### src/rtl/restoring_div_pkg.sv
// Shared types and helpers for the parametrised restoring divider.
// The state encoding and the two's-complement helper are shared by the top and its bench.
package restoring_div_pkg;

  localparam int MAX_W = 32;

  typedef enum logic [1:0] {
    IDLE  = 2'd0,
    ITER  = 2'd1,
    FIXUP = 2'd2,
    DONE  = 2'd3
  } state_t;

  // Operands are zero-extended to MAX_W bits and truncated by the caller afterwards.
  // The low bits of a two's-complement negation depend only on the low bits of the input,
  // so one helper serves every legal WIDTH.
  function automatic logic [MAX_W-1:0] neg_if(input logic [MAX_W-1:0] v, input logic neg);
    return neg ? (~v + MAX_W'(1)) : v;
  endfunction

endpackage

### src/rtl/restoring_div_step.sv
// One combinational restoring-division iteration: shift {A,Q} left, trial-subtract M, restore or keep.
module restoring_div_step #(
  parameter int WIDTH = 8
) (
  input  logic [WIDTH:0]   i_acc,
  input  logic [WIDTH-1:0] i_quo,
  input  logic [WIDTH-1:0] i_div,
  output logic [WIDTH:0]   o_acc,
  output logic [WIDTH-1:0] o_quo
);

  // A stays below M between steps, so WIDTH+1 bits always hold it. The shifted copy
  // gets one more guard bit so the trial difference's sign is unambiguous.
  logic [WIDTH+1:0] w_acc_sh;
  logic [WIDTH+1:0] w_diff;
  logic             w_neg;

  assign w_acc_sh = {i_acc, i_quo[WIDTH-1]};
  assign w_diff   = w_acc_sh - {2'b00, i_div};
  assign w_neg    = w_diff[WIDTH+1];

  // NOTE: every output gets a default before the if, so no latch is inferred.
  always_comb begin
    o_acc = w_acc_sh[WIDTH:0];
    o_quo = {i_quo[WIDTH-2:0], 1'b0};
    if (!w_neg) begin
      o_acc    = w_diff[WIDTH:0];
      o_quo[0] = 1'b1;
    end
  end

endmodule

### src/rtl/restoring_divider_param.sv
// Multi-cycle WIDTH-bit restoring divider with signed mode, divide-by-zero detect,
// a busy flag and a one-cycle done pulse.
module restoring_divider_param
  import restoring_div_pkg::*;
#(
  parameter int WIDTH = 8
) (
  input  logic             clk,
  input  logic             rst,
  input  logic             start,
  input  logic             signed_mode,
  input  logic [WIDTH-1:0] dividend,
  input  logic [WIDTH-1:0] divisor,
  output logic [WIDTH-1:0] quotient,
  output logic [WIDTH-1:0] remainder,
  output logic             busy,
  output logic             done,
  output logic             div_by_zero
);

  localparam int CNT_W = $clog2(WIDTH + 1);

  if (WIDTH < 2 || WIDTH > MAX_W) begin : g_width_check
    $error("restoring_divider_param: WIDTH must be in 2..32");
  end

  state_t           r_state;
  state_t           w_state_next;

  logic [WIDTH:0]   r_a;
  logic [WIDTH-1:0] r_q;
  logic [WIDTH-1:0] r_m;
  logic [CNT_W-1:0] r_cnt;
  logic             r_dvd_neg;
  logic             r_dvs_neg;
  logic             r_dbz;

  logic [WIDTH-1:0] r_quotient;
  logic [WIDTH-1:0] r_remainder;
  logic             r_busy;
  logic             r_done;
  logic             r_div_by_zero;

  logic             w_accept;
  logic             w_zero;
  logic             w_dvd_neg;
  logic             w_dvs_neg;
  logic [WIDTH-1:0] w_dvd_mag;
  logic [WIDTH-1:0] w_dvs_mag;
  logic [WIDTH:0]   w_a_step;
  logic [WIDTH-1:0] w_q_step;

  assign w_accept  = (r_state == IDLE) && start;
  assign w_zero    = (divisor == '0);
  assign w_dvd_neg = signed_mode & dividend[WIDTH-1];
  assign w_dvs_neg = signed_mode & divisor[WIDTH-1];
  assign w_dvd_mag = WIDTH'(neg_if(MAX_W'(dividend), w_dvd_neg));
  assign w_dvs_mag = WIDTH'(neg_if(MAX_W'(divisor), w_dvs_neg));

  restoring_div_step #(
    .WIDTH(WIDTH)
  ) u_step (
    .i_acc(r_a),
    .i_quo(r_q),
    .i_div(r_m),
    .o_acc(w_a_step),
    .o_quo(w_q_step)
  );

  // NOTE: state and datapath registers use non-blocking assignments so every
  // flop samples the values from before the edge, independent of block order.
  always_ff @(posedge clk or posedge rst) begin
    if (rst) r_state <= IDLE;
    else     r_state <= w_state_next;
  end

  always_comb begin
    w_state_next = r_state;
    unique case (r_state)
      IDLE:    if (start) w_state_next = w_zero ? DONE : ITER;
      ITER:    if (r_cnt == CNT_W'(1)) w_state_next = FIXUP;
      FIXUP:   w_state_next = DONE;
      DONE:    w_state_next = IDLE;
      default: w_state_next = IDLE;
    endcase
  end

  always_ff @(posedge clk or posedge rst) begin
    if (rst) begin
      r_a           <= '0;
      r_q           <= '0;
      r_m           <= '0;
      r_cnt         <= '0;
      r_dvd_neg     <= 1'b0;
      r_dvs_neg     <= 1'b0;
      r_dbz         <= 1'b0;
      r_quotient    <= '0;
      r_remainder   <= '0;
      r_busy        <= 1'b0;
      r_done        <= 1'b0;
      r_div_by_zero <= 1'b0;
    end else begin
      r_done <= 1'b0;
      unique case (r_state)
        IDLE: begin
          if (w_accept) begin
            r_a       <= '0;
            // A zero divisor skips the iterations; Q then carries the raw dividend to DONE.
            r_q       <= w_zero ? dividend : w_dvd_mag;
            r_m       <= w_dvs_mag;
            r_cnt     <= CNT_W'(WIDTH);
            r_dvd_neg <= w_dvd_neg;
            r_dvs_neg <= w_dvs_neg;
            r_dbz     <= w_zero;
            r_busy    <= 1'b1;
          end
        end
        ITER: begin
          r_a   <= w_a_step;
          r_q   <= w_q_step;
          r_cnt <= r_cnt - CNT_W'(1);
        end
        FIXUP: begin
          // Truncating division: quotient sign is the XOR, remainder follows the dividend.
          if (r_dvd_neg ^ r_dvs_neg) r_q <= -r_q;
          if (r_dvd_neg)             r_a <= -r_a;
        end
        DONE: begin
          r_quotient    <= r_dbz ? '1 : r_q;
          r_remainder   <= r_dbz ? r_q : r_a[WIDTH-1:0];
          r_div_by_zero <= r_dbz;
          r_busy        <= 1'b0;
          r_done        <= 1'b1;
        end
        default: ;
      endcase
    end
  end

  assign quotient    = r_quotient;
  assign remainder   = r_remainder;
  assign busy        = r_busy;
  assign done        = r_done;
  assign div_by_zero = r_div_by_zero;

endmodule

### config.mk
export PLATFORM = sky130hd
export DESIGN_NAME = restoring_divider_param
export DESIGN_NICKNAME = d
export VERILOG_FILES = /design/src/rtl/restoring_div_pkg.sv /design/src/rtl/restoring_div_step.sv /design/src/rtl/restoring_divider_param.sv
export SDC_FILE = /design/constraint.sdc
export NUM_CORES = 1
export LEC_CHECK = 0
export ABC_AREA = 0
export CAP_MARGIN = 20
export CORE_MARGIN = 4
export CORE_UTILIZATION = 57
export DETAILED_ROUTE_END_ITERATION = 12
export PLACE_DENSITY = 0.81
export SLEW_MARGIN = 20
export SYNTH_ARGS = -nofsm -noshare
export SYNTH_HDL_FRONTEND = slang
export SYNTH_SLANG_ARGS = --single-unit
### constraint.sdc
create_clock -name clk -period 2.6 [get_ports clk]
set_clock_uncertainty 0.15 [all_clocks]
set_input_delay 0.39 -clock clk [delete_from_list [all_inputs] [get_ports clk]]
set_output_delay 0.39 -clock clk [all_outputs]
set_load 0.05 [all_outputs]
# Word level (Yosys, flattened, before mapping)
# Index checks and enable logic that the tools add are counted.
dict set report op_classes {
  n_addsub 6
  n_eq_ne 9
  mux 22
  n_bitwise 5
  reduce_logical 12
}
# op n
set ops {}
lappend ops {{two-way mux 8 bit} 7}
lappend ops {{two-way mux 9 bit} 3}
lappend ops {{case mux 9 bit (3 select lines)} 1}
lappend ops {{case mux 8 bit (3 select lines)} 1}
lappend ops {{adder 8 x 1 -> 8 bit (second input constant)} 2}
lappend ops {{inverter 8 bit} 2}
lappend ops {{!= test 2 bit (second input constant)} 5}
lappend ops {{subtractor 10 x 8 -> 10 bit} 1}
lappend ops {{negator 9 bit} 1}
lappend ops {{zero test 8 bit} 1}
lappend ops {{negator 8 bit} 1}
lappend ops {{case mux 2 bit (4 select lines)} 1}
lappend ops {{case mux 4 bit (2 select lines)} 1}
lappend ops {{AND reduction 2 bit} 4}
lappend ops {{two-way mux 2 bit} 3}
lappend ops {{AND reduction 3 bit} 2}
lappend ops {{equality test 2 bit (second input constant)} 2}
lappend ops {{equality test 4 x 1 -> 1 bit (second input constant)} 1}
lappend ops {{two-way mux 4 bit} 1}
lappend ops {{nonzero test 2 bit} 2}
lappend ops {{subtractor 4 x 1 -> 4 bit (second input constant)} 1}
lappend ops {{two-way mux 1 bit} 3}
lappend ops {{nonzero test 3 bit} 1}
lappend ops {{AND 1 bit} 2}
lappend ops {{other kinds (5)} 5}
dict set report word_totals {
  ff_bits 53
  output_inout_bits 19
  elab_cells 67
}

# Longest topological paths before layout
# Gate-level depths: netlist of the first run.
dict set report depth {
  depth_word 6
  mapped_depth 10
}

# Cells and area by module
# Synthesis of the first run repeated with hierarchy kept, for this count alone.
dict set report unflattened {
  hier_cells 423
  area_unflattened_um2 3618.5
}
# module n_inst cells_per_inst area_each_um2 seq_area_each_um2
set by_module_without_submodules {}
lappend by_module_without_submodules {restoring_divider_param 1 344 3000.4 1326.3}
lappend by_module_without_submodules {restoring_div_step 1 79 618.1 0.0}

# Worst setup path before layout of the first run
# OpenSTA, ideal clock, no wires.
dict set report synth_path {
  path_type {register -> register}
  start {reg r_a[6]}
  end {reg r_a[0]}
  setup_time_ps 76
  t_arrival_ps 2112
  required_ps 2374
  setup_slack_ps 262
  stages_incl_launch_ff 9
  n_path_buf 1
  period_less_slack_ps 2338
  cell_sequence {dfrtp_1 -> ha_1 -> and3_1 -> a221oi_2 -> a21boi_2 -> xnor2_1 -> buf_6 -> mux2_4 -> o21ai_2}
}
dict set report synth_via {
  elab_chain_len 3
}
# element line_no
set synth_lines {}
lappend synth_lines {{start, declared} restoring_divider_param.sv:30} ;# logic [WIDTH:0] r_a;
lappend synth_lines {{start signal, assigned} restoring_divider_param.sv:119} ;# r_a <= w_a_step;
lappend synth_lines {{start signal, assigned} restoring_divider_param.sv:126} ;# if (r_dvd_neg) r_a <= -r_a;
lappend synth_lines {{subtractor 10 x 8 -> 10 bit} restoring_div_step.sv:19} ;# assign w_diff = w_acc_sh - {2'b00, i_div};
lappend synth_lines {{two-way mux 9 bit} restoring_div_step.sv:26} ;# if (!w_neg) begin
lappend synth_lines {{case mux 9 bit (3 select lines)} restoring_divider_param.sv:104} ;# unique case (r_state)
# No other way between the ends.
# A chain may end at the register's enable or synchronous reset.

# Worst setup path in the final report of the first run
# Same ends and word-level chain as after synthesis.

==> results of run 1 <==
cell usage after synthesis, types with 2 or more instances:
master and n:
dfrtp_1 53, o21a_1 4, o221ai_1 5, nand2b_1 7, o21ai_0 37, nor2_1 33, a21o_1 2, a31o_2 2
and3_1 4, nor3_1 5, nand3_1 8, clkbuf_1 14, or3_1 6, xor2_1 2, xnor2_1 18, nor2b_1 7
o22ai_1 4, mux2i_1 14, mux2_2 3, buf_6 2, o31ai_1 3, o22a_1 6, nor4_1 2, ha_1 19
o31a_1 2, a21oi_1 28, a31oi_1 4, nand2_1 39, a22o_1 2, a22oi_1 4, or3b_2 2, inv_1 26
final cells by class:
type	instances	area, um^2
multi-input cells	295	1960
fillers	475	1790
flip-flops and latches	53	1330
repair buffers	59	554
inverters	26	97.6
well taps	75	93.8
clock buffers	5	68.8
clock inverters	3	26.3
critical path, cell delays in order, from the launching register on:
cell and delay, ns:
dfrtp_1 0.39, ha_1 0.36, and3_1 0.25, a221oi_2 0.25, a21boi_2 0.24, xnor2_2 0.18
buf_6 0.19, mux2_4 0.30, o21ai_2 0.10
worst max-delay path by stage:
| stage | startpoint | endpoint | slack, ns | cells past startpoint |
|---|---|---|---|---|
| 3_5_place_dp | r_m[7] | r_a[0] | 0.04 | 9 |
| 2_1_floorplan | r_a[6] | r_a[0] | 0.26 | 8 |
| 6_report | r_a[6] | r_a[0] | 0.11 | 8 |
| 5_1_grt | r_m[7] | r_a[0] | -0.008 | 9 |
| 3_3_place_gp | divisor[1] | r_q[5] | 0.13 | 8 |
| 4_1_cts | r_m[7] | r_a[0] | 0.005 | 9 |
flip-flops by register name (all words and copies together), names as in the netlist:
name / flops
r_a: 9
quotient: 8
r_m: 8
r_q: 8
remainder: 8
r_cnt: 4
r_state: 2
busy: 1
div_by_zero: 1
done: 1
r_dbz: 1
r_dvd_neg: 1
r_dvs_neg: 1
stage by stage:
stage	hold slack [ns]	util [%]	total power, uW
finish	0.278	69.7	6210
global route	0.328	69.7	6680
CTS	0.300	69.3	6060
detailed placement	0.322	67.7	5550
global placement	0.313	67.7	5400
floorplan	0.300	-	4440
cell families after synthesis:
kind of cell	count (synthesis)	share of synthesized area, %
buf+inv	43	5.10
simple gates	122	17.2
xor+xnor	20	5.07
flops	53	38.4
fa+ha+maj	20	7.46
compound gates	115	21.4
mux	18	5.46
timing repair:
item / CTS / global route
setup endpoints to repair: 0 / 6
setup buffers: 0 / 2
endpoints found under the hold margin: 0 / 0
gates resized for setup: 0 / 2
power breakdown:
part           internal, uW  switching [uW]  total (uW)
logic                  1810            2350        4160
registers              1200             343        1540
clock network           197             303         499
routing by layer:
metal / vias up / share of wire [%] / track usage (%)
met5: - / 0 / 0
met4: 0 / 1.9 / 7.34
met3: 16 / 5.3 / 3.65
met2: 104 / 49 / 38.5
met1: 1471 / 43 / 30.5
li1: 1484 / - / -
==> impl_metrics.tcl, run 1 <==
set metrics [dict create \
    drive_above_1_share_pct 10.4 \
    row_count 28 \
    fin_setup_tns_ns 0 \
    crit_fanout 6 \
    die_y_um 85.9 \
    area_delta_synth_final_pct 19.4 \
    grt_overflow_total 0 \
    r2r-end "r_a[0]" \
    cts_tree "done" \
    ys_warn_count 0 \
    ctsHtreeMaxLevel 2 \
    preCtsSetupSlack_ns 0.0353 \
    synth_area_leaders "dfrtp_1, ha_1, o21ai_0" \
    cts.path.max_buffers 2 \
    power.density_nw_per_um2 1500 \
    crit_type "flop to flop" \
    ys_ff_latch 53 \
    postRouteWirelength_mm 8.13 \
    wl_per_cell_um 15.8 \
    synth_top_area_cell "dfrtp_1" \
    worstSkewPairLatency_ns 0.32 \
    syn_inst 391 \
    start_util_pct 58.4 \
    cts_made_buffers 5 \
    core_area_um2 5920 \
    worst_ep_required_time_ns 2.70 \
    ys.flop_type "dfrtp_1" \
    grt_pass1_wl_mm 13.6 \
    route.detailed.drc 0 \
    r2r_cells 8 \
    p_leak_uw 0.00180 \
    final_common_cell "dfrtp_1" \
    ioPinCount 39 \
    synth_edf_count 0 \
    ir_drop_mv 0.811 \
    postPlaceCellArea_um2 4010 \
    syn_nets 431 \
    layout_common_cells "dfrtp_1, nand2_1, clkdlybuf4s50_1" \
    relSlewSlack_pct 59.0 \
    stdcell_count 516 \
    avgSynthCellArea_um2 8.84 \
    setup_ws_ns 0.112 \
    grt_max_degree 32 \
    gp_congestion 0.862 \
    endpoint_kind "flop" \
    cts_hold_buf 0 \
    period_share_pct 95.7 \
    cp_data_arrival_time_ns 2.59 \
    post-route-min-period_ns 2.49 \
    grt_usage_pct 23.0 \
    worst_setup_path_start_kind "flop" \
    root_buffer "clkbuf_8" \
    clkTransAtPathRegs_ns 0.10 \
    hold_violations 0 \
    async_flop_share_pct 100 \
    first_pass_iters 5 \
    rrSetupSlack_ns 0.11 \
    ant_nets 0 \
    reg2reg_from "r_a[6]" \
    diodes 0 \
    routed_via_density 5.96 \
    place_hpwl_mm 6.15 \
    drv_slew 0 \
    antenna_found_initial 0 \
    seq_area_frac_synth_pct 38.4 \
    setup-violations-final 0 \
    die_w_um 85.9 \
    drtIter0Drc 219 \
    netlist_area_um2 3460 \
    max_freq_mhz 402 \
    cts.sink_count 53 \
    final_nets 480 \
    netlist.area_leader.share_pct 38.4 \
    synth_cell_types 56 \
    drv_cap 0 \
    first_global_vias 2883 \
    numPortBuffers 38 \
    hold_path_class "input port to async pin" \
    outcome "complete, no violations" \
    dieArea_um2 7380 \
    num_vias 3075 \
    worst_slew_pin_slew_ns 0.612 \
    dp.cells 506 \
    final_cell_area_um2 4130 \
]
Note: power is estimated with default switching activity, not from simulation.
==> run 2: changes to the inputs <==
Settings changed: CORE_UTILIZATION 57 to 61, PLACE_DENSITY 0.81 to 0.86.
Clock period 2.6 ns to 2.9 ns, I/O delays scaled along.
==> impl_metrics.tcl, run 2 (synthesis results as in run 1) <==
set metrics [dict create \
    crit_family "compound AO/OA/AOI/OAI gates" \
    preCtsSetupSlack_ns 0.234 \
    cts_made_buffers 5 \
    cts_tree "done" \
    first_pass_iters 4 \
    diodes 0 \
    ant_nets 0 \
    drtIter0Drc 226 \
    gp_congestion 0.905 \
    clkTransAtPathRegs_ns 0.11 \
    grt_pass1_wl_mm 13.7 \
    wl_per_cell_um 16.0 \
    dr_wl_met3_um 443 \
    root_buffer "clkbuf_8" \
    first_global_vias 2928 \
    num_vias 3031 \
    endpoint_kind "flop" \
    setup-violations-final 0 \
    final_common_cell "dfrtp_1" \
    postRouteWirelength_mm 8.00 \
    die_y_um 83.3 \
    p_leak_uw 0.00173 \
    area_delta_synth_final_pct 16.4 \
    relSlewSlack_pct 60.1 \
    ctsHtreeMaxLevel 2 \
    drv_cap 0 \
    start_util_pct 62.8 \
    cts_setup_buffers 0 \
    cts.path.max_buffers 2 \
    route.detailed.drc 0 \
    drive_above_1_share_pct 7.69 \
    drv_slew 0 \
    max_freq_mhz 375 \
    dieArea_um2 6940 \
    grt_max_degree 30 \
    die_w_um 83.3 \
    registers.top_by_ff_count "r_a" \
    largest_reg_flops 9 \
    hold_path_class "input port to async pin" \
    worstSkewPairLatency_ns 0.31 \
    post-route-min-period_ns 2.67 \
    crit_chain "ha_1 > and3_1 > a221oi_2 > a21boi_2 > xnor2_1 > buf_4 > mux2_2 > o21ai_0" \
    crit_fanout 8 \
    period_share_pct 92.1 \
    num-fill-cells 413 \
    dr_wl_met2_mm 3.87 \
    ir_drop_mv 0.667 \
    place_hpwl_mm 6.10 \
    cp_data_arrival_time_ns 2.74 \
    crit_path_max_incr_delay_ns 0.49 \
    core_area_um2 5510 \
    final_cell_area_um2 4020 \
    final_nets 468 \
    crit_buf_inv 1 \
    fin_setup_tns_ns 0 \
    row_count 27 \
    rsz0062_at_grt "no" \
    cts.sink_count 53 \
    ioPinCount 39 \
    hold_slack_ns 0.338 \
    layout_common_cells "dfrtp_1, nand2_1, clkdlybuf4s50_1" \
    worst_slew_pin_slew_ns 0.599 \
    postPlaceCellArea_um2 3930 \
    grt_overflow_total 0 \
    grt_usage_pct 23.7 \
    outcome "complete, no violations" \
    hold_violations 0 \
    numPortBuffers 38 \
    power_uw 5360 \
    antenna_found_initial 0 \
    drt-met1-wl_mm 3.52 \
    setup_ws_ns 0.230 \
    cts_hold_buf 0 \
    crit_slowest_cell "dfrtp_1" \
    worst_ep_required_time_ns 2.97 \
    crit_type "flop to flop" \
    power.density_nw_per_um2 1330 \
    worst_setup_path_start_kind "flop" \
    maxUsedRoutingLayer "met4" \
    routed_via_density 6.05 \
    postCtsResizedCells 0 \
]
## run 2: area by class of cell
cell class	count	area, um^2	share of cell area (%)
multi-input cells	295	1950	48.6
flip-flops and latches	53	1330	33.0
repair buffers	47	460	11.4
well taps	72	90.1	2.24
clock buffers	5	68.8	1.71
clock inverters	3	26.3	0.653
inverters	26	97.6	2.43
## run 2: power by group
group,internal [uW],switching [uW]
Combinational,1460,2030
Sequential,1070,350
Clock,176,266
## run 2: worst paths after layout
kind	depth (start not counted)	slack, ns	startpoint	end
max	8	0.23	r_a[6]	r_a[1]
min	2	0.34	rst	r_q[2]
max reg2reg	8	0.23	r_a[6]	r_a[1]
min reg2reg	2	0.35	r_m[7]	r_m[7]
max in group asynchronous	3	1.72	rst	r_a[4]
min in group clk	2	0.35	r_m[7]	r_m[7]
## run 2: routing by layer
metal  global-route usage [%]  up-vias
met1                     30.7     1460
met3                     3.67       15
met2                     40.8       95
li1                         -     1461
met5                        0        -
met4                     7.13        0
## run 2: through the flow
stage | util, % | instances
detailed placement | 71.3 | 493
global placement | 71.3 | 493
finish | 73.1 | 501
CTS | 73.1 | 501
global route | 73.1 | 501
floorplan | - | 391
